<file path="src/rtl/wb_port_arbiter_pkg.sv">
// wb_port_arbiter_pkg: shared widths, writeback entry type and arbiter state for the RF write-port arbiter.
package wb_port_arbiter_pkg;
  localparam int WD_SIZE        = 32;
  localparam int INSTR_REG_SIZE = 5;
  localparam int MQ_DEPTH_DEF   = 2;
  localparam int STARVE_MAX_DEF = 4;
  typedef struct packed {
    logic [INSTR_REG_SIZE-1:0] rd;
    logic [WD_SIZE-1:0]        data;
  } wb_entry_t;
  typedef enum logic {WB_NORMAL, WB_DRAIN} wb_state_t;
endpackage

</file>
<file path="src/rtl/wb_port_arbiter_mq.sv">
// wb_mult_queue: circular FIFO of multiplier results, exposing per-entry rd/valid for hazard compares.
module wb_mult_queue
  import wb_port_arbiter_pkg::*;
#(
  parameter int DEPTH = MQ_DEPTH_DEF
) (
  input  logic                                  clk,
  input  logic                                  reset_n,
  input  logic                                  push_i,
  input  logic                                  pop_i,
  input  wb_entry_t                             din_i,
  output wb_entry_t                             head_o,
  output logic                                  full_o,
  output logic                                  empty_o,
  output logic [$clog2(DEPTH):0]                count_o,
  output logic [DEPTH-1:0]                      valid_o,
  output logic [DEPTH-1:0][INSTR_REG_SIZE-1:0]  rd_o
);
  localparam int AW = $clog2(DEPTH);
  wb_entry_t [DEPTH-1:0] mem_q, mem_d;
  logic [AW-1:0] wr_ptr_q, wr_ptr_d, rd_ptr_q, rd_ptr_d;
  logic [AW:0] count_q, count_d;
  logic [DEPTH-1:0] valid_q, valid_d;
  // Pop clears before push sets so push+pop on the same slot (full) keeps it valid.
  always_comb begin
    mem_d = mem_q;
    valid_d = valid_q;
    if (pop_i) valid_d[rd_ptr_q] = 1'b0;
    if (push_i) begin
      mem_d[wr_ptr_q] = din_i;
      valid_d[wr_ptr_q] = 1'b1;
    end
    wr_ptr_d = push_i ? wr_ptr_q + AW'(1) : wr_ptr_q;
    rd_ptr_d = pop_i ? rd_ptr_q + AW'(1) : rd_ptr_q;
    count_d = count_q + {{AW{1'b0}}, push_i} - {{AW{1'b0}}, pop_i};
    head_o = mem_q[rd_ptr_q];
    full_o = count_q == (AW+1)'(DEPTH);
    empty_o = count_q == '0;
    count_o = count_q;
    valid_o = valid_q;
    for (int i = 0; i < DEPTH; i++) rd_o[i] = mem_q[i].rd;
  end
  always_ff @(posedge clk) begin
    mem_q <= mem_d;
    if (!reset_n) begin
      wr_ptr_q <= '0;
      rd_ptr_q <= '0;
      count_q <= '0;
      valid_q <= '0;
    end else begin
      wr_ptr_q <= wr_ptr_d;
      rd_ptr_q <= rd_ptr_d;
      count_q <= count_d;
      valid_q <= valid_d;
    end
  end
endmodule

</file>
<file path="src/rtl/wb_port_arbiter.sv">
// wb_port_arbiter: shares the single RF write port between mem-stage writeback and queued multiplier results.
module wb_port_arbiter
  import wb_port_arbiter_pkg::*;
#(
  parameter int MQ_DEPTH   = MQ_DEPTH_DEF,
  parameter int STARVE_MAX = STARVE_MAX_DEF
) (
  input  logic                          clk,
  input  logic                          reset_n,
  input  logic                          mem_valid_i,
  input  logic                          mem_we_i,
  input  logic                          ctrl_ld_i,
  input  logic [WD_SIZE-1:0]            alu_result_i,
  input  logic [WD_SIZE-1:0]            dmem_data_i,
  input  logic [INSTR_REG_SIZE-1:0]     rd_mem_i,
  input  logic                          mult_valid_i,
  input  logic [WD_SIZE-1:0]            mult_result_i,
  input  logic [INSTR_REG_SIZE-1:0]     rd_mult_i,
  output logic                          mult_ready_o,
  output logic                          stall_mem_o,
  output logic                          rf_we_o,
  output logic [INSTR_REG_SIZE-1:0]     rf_rd_o,
  output logic [WD_SIZE-1:0]            rf_data_o,
  output logic [$clog2(MQ_DEPTH):0]     mq_count_o,
  output logic                          overflow_o
);
  localparam int CW = $clog2(MQ_DEPTH) + 1;
  localparam int SW = $clog2(STARVE_MAX + 1);
  wb_state_t state_q, state_d;
  logic [SW-1:0] starve_q, starve_d;
  logic overflow_q, overflow_d;
  logic mem_req, waw, pop, push, grant_mem, full, empty;
  logic [CW-1:0] count;
  logic [MQ_DEPTH-1:0] q_valid;
  logic [MQ_DEPTH-1:0][INSTR_REG_SIZE-1:0] q_rd;
  wb_entry_t head;
  wb_mult_queue #(.DEPTH(MQ_DEPTH)) u_mq (
    .clk     (clk),
    .reset_n (reset_n),
    .push_i  (push),
    .pop_i   (pop),
    .din_i   ('{rd: rd_mult_i, data: mult_result_i}),
    .head_o  (head),
    .full_o  (full),
    .empty_o (empty),
    .count_o (count),
    .valid_o (q_valid),
    .rd_o    (q_rd)
  );
  always_comb begin
    mem_req = mem_valid_i & mem_we_i & (rd_mem_i != '0);
    waw = 1'b0;
    for (int i = 0; i < MQ_DEPTH; i++) waw = waw | (mem_req & q_valid[i] & (q_rd[i] == rd_mem_i));
    pop = !empty & ((state_q == WB_DRAIN) | !mem_req | waw | full);
    grant_mem = mem_req & !pop;
    mult_ready_o = !full | pop;
    push = mult_valid_i & mult_ready_o;
    rf_we_o = reset_n & (pop | grant_mem);
    stall_mem_o = reset_n & mem_req & pop;
    rf_rd_o = pop ? head.rd : grant_mem ? rd_mem_i : '0;
    rf_data_o = pop ? head.data : grant_mem ? (ctrl_ld_i ? dmem_data_i : alu_result_i) : '0;
    starve_d = (pop | empty) ? '0 :
               (grant_mem & (starve_q != SW'(STARVE_MAX))) ? starve_q + SW'(1) : starve_q;
    // Entering drain looks at the updated counter so exactly STARVE_MAX mem grants precede it.
    state_d = (state_q == WB_NORMAL) ? ((starve_d == SW'(STARVE_MAX)) ? WB_DRAIN : WB_NORMAL) :
              (((count == CW'(1)) & pop & !push) | (count == '0)) ? WB_NORMAL : WB_DRAIN;
    overflow_d = overflow_q | (mult_valid_i & !mult_ready_o);
    mq_count_o = count;
    overflow_o = overflow_q;
  end
  always_ff @(posedge clk) begin
    if (!reset_n) begin
      state_q <= WB_NORMAL;
      starve_q <= '0;
      overflow_q <= 1'b0;
    end else begin
      state_q <= state_d;
      starve_q <= starve_d;
      overflow_q <= overflow_d;
    end
  end
endmodule

</file>
<file path="config.mk">
export PLATFORM = sky130hd
export DESIGN_NAME = wb_port_arbiter
export DESIGN_NICKNAME = d
export VERILOG_FILES = /design/src/rtl/wb_port_arbiter_pkg.sv /design/src/rtl/wb_port_arbiter_mq.sv /design/src/rtl/wb_port_arbiter.sv
export SDC_FILE = /design/constraint.sdc
export NUM_CORES = 1
export LEC_CHECK = 0
export CAP_MARGIN = 40
export CORE_MARGIN = 1
export CORE_UTILIZATION = 42
export CTS_CLUSTER_SIZE = 28
export DETAILED_ROUTE_END_ITERATION = 8
export PLACE_DENSITY = 0.82
export SYNTH_ARGS = -nofsm -noshare
export SYNTH_HDL_FRONTEND = slang
export SYNTH_SLANG_ARGS = --single-unit
</file>
<file path="constraint.sdc">
create_clock -name clk -period 8.7 [get_ports clk]
set_input_delay 1.74 -clock clk [delete_from_list [all_inputs] [get_ports clk]]
set_output_delay 1.74 -clock clk [all_outputs]
set_load 0.02 [all_outputs]
</file>
==> results.cfg <==
[setup_path]
cp-endpoint = rf_data_o[15]
r2r_slack_ns = 6.31
arrival_ns = 5.30
crit_slowest_cell = o311a_2
cp_slowest_stage_delay_ns = 0.66
end_kind = output pin
worstPathMaxFanout = 46
critPathKind = primary input to output pin
worst_r2r_path_depth = 6
r2r_start = u_mq.rd_o[4]$_DFFE_PP_
path_cells = clkdlybuf4s50_1 > or3_1 > o311a_2 > a31oi_4 > buf_4 > mux2i_1 > clkdlybuf4s50_1
cpMostUsedCell = clkdlybuf4s50_1
reg2reg_to = u_mq.rd_ptr_q$_SDFFE_PN0P_
cp-start-kind = primary input
cp-startpoint = rd_mem_i[4]
cp.required_ns = 6.96

[clock_network]
clock_sinks = 85
cts-buffers-inserted = 9
post_cts_buffers = 0
htree_levels = 3
worstSkewPairLatency_ns = 0.34
cts_buffer_depth = 2
root_buffer = clkbuf_8
ctsResizeCount = 0
cts_tree = built
clkSlewWorstSetupHoldPaths_ns = 0.09
holdBufCountCts = 0

[yosys]
synth_common_cells = mux2i_1, edfxtp_1, nand2_1
synth-edff-count = 74
yosys.cell_types.count = 35
yosysWarningCount = 0
seq_area_frac_synth_pct = 57.4
syn-num-nets = 428
synthCells = 313
syn_area_sq_um = 4250
synth_flop_cell = edfxtp_1
synth_seq_cells = 85
async_flop_share_pct = 0
synth.avg_cell_area_sq_um = 13.6
synth_top_cell_by_area = edfxtp_1
synth_top_cell_area_share_pct = 52.3
synth_area_leaders = edfxtp_1, mux2i_1, mux2_2
yosysMostFrequentCell = mux2i_1

[pwr]
p_seq_share_pct = 47.9
p_total_uw = 985
powerDensity_nw_per_um2 = 162
max-vdd-ir-drop_uv = 76.7
p_comb_share_pct = 22.6
switchingPower_uw = 235
internal-power_uw = 750
swShare_pct = 23.9
power.static_leakage_uw = 0.00210
clkPwrFrac_pct = 29.5

[timing]
hold_violations = 0
setup_tns_ns = 0
slew_headroom_pct = 40.1
fin_ws_ns = 1.66
tightest_slew_ns = 0.898
final-max-slew-violation-count = 0
finClkSkew_ns = 0.0110
fin_crit_ns = 7.04
fmax_mhz = 142
setup_viol = 0
grt_setup_unrepaired = false
min_period_over_period_pct = 81.0

[run_status]
outcome = finished, final reports clean

[cells_and_area]
layout-drive-gt1-share_pct = 11.6
fin_util_pct = 62.3
final_nets = 576
diodes = 0
final_area_sq_um = 6090
syn_to_final_growth_pct = 43.2

[placed_design]
port_buffers = 153
post_dp_cell_area_sq_um = 5880
hpwl_um = 6620
gp_congestion = 0.732
place_ws_ns = 1.66

[global_routing]
grt_max_degree = 47
grt_pass1_wl_um = 14100
gr-usage-all-layers_pct = 17.7
grt_pass1_vias = 3036
grt-ovfl-total = 0
antenna_found_initial = 0

[floorplanning]
fp.dieW_um = 103
rows = 36
boundaryPins = 155
core_sq_um = 9770
dieArea_sq_um = 10500
start_util_pct = 43.5
die_y_um = 103

[routing]
drtPass1Iterations = 4
drtAntennaViolNets = 0
route.vias.total = 2975
drtIter0Drc = 72
viasPerCell = 4.97
drcViolationCount = 0
wl_per_cell_um = 15.4
wirelength_um = 9200

[worst_hold_path]
holdCritPathClass = flip-flop to flip-flop

[run]
drv_cap = 0
critical path, delay by kind of cell:
kind	cells	cell delay, ns
buffers and inverters	3	1.70
AOI/OAI and AO/OA	2	1.13
and+or+nand+nor	1	0.40
muxes	1	0.28
registers in the layout (all words and copies together), names as in the netlist:
signal         cells
u_mq.wr_ptr_q      1
u_mq.valid_o       2
starve_q           3
u_mq.rd_o         10
overflow_o         1
u_mq.count_o       2
state_q            1
u_mq.rd_ptr_q      1
u_mq.mem_q        64
through the flow:
step           cells  hold slack, ns
3_3_place_gp     582           0.454
4_1_cts          599           0.478
5_1_grt          599           0.500
6_report         599           0.475
2_1_floorplan    313           0.451
3_5_place_dp     583           0.454
layout by cell type, fill, tap and decap left out, drive strengths merged, types with 4 or more instances in the layout:
cell           instances
edfxtp                74
clkdlybuf4s50        153
xnor2                  4
and2                   4
mux2                  32
nor2                   4
clkbuf                12
nand2                 44
buf                    5
xor2                   9
dfxtp                 11
mux2i                 75
cell families after synthesis:
family                   synth area share (%)
AO/OA/AOI/OAI                            2.53
other                                  0.0882
AND/OR/NAND/NOR                          6.74
adder cells (fa/ha/maj)                 0.883
flip-flops                               57.4
XOR/XNOR                                 2.68
buffers and inverters                    3.53
multiplexers                             26.1
layout make-up:
class                           instances  area (sq um)
Fill cell                             776          3680
Sequential cell                        85          2440
Multi-Input combinational cell        203          1670
Timing Repair Buffer                  158          1590
Tap cell                              133           166
Clock buffer                           12           135
Clock inverter                          4          72.6
Inverter                                4          15.0
power by group through the flow:
stage               Sequential, uW  Clock, uW  Combinational, uW
finish                         471        291                223
global route                   473        315                239
CTS                            472        297                225
detailed placement             481          0                224
global placement               480          0                218
floorplan                      480          0                118
per-layer routing:
metal | track usage (%) | wire length [um]
met1 | 21.4 | 3710
met2 | 31.2 | 4690
met3 | 3.73 | 677
met4 | 6.15 | 123
met5 | 0 | 0
worst min path at each step:
stage                                start  slack, ns                     end  cells after the start
floorplan               state_q$_SDFF_PN0_       0.45      state_q$_SDFF_PN0_                      2
global placement     overflow_o$_SDFF_PN0_       0.45   overflow_o$_SDFF_PN0_                      1
detailed placement   overflow_o$_SDFF_PN0_       0.45   overflow_o$_SDFF_PN0_                      1
CTS                  overflow_o$_SDFF_PN0_       0.48   overflow_o$_SDFF_PN0_                      1
global route        starve_q[1]$_SDFF_PN0_       0.50  starve_q[1]$_SDFF_PN0_                      2
finish               overflow_o$_SDFF_PN0_       0.48   overflow_o$_SDFF_PN0_                      1
Power figures use the tool's default switching activity.
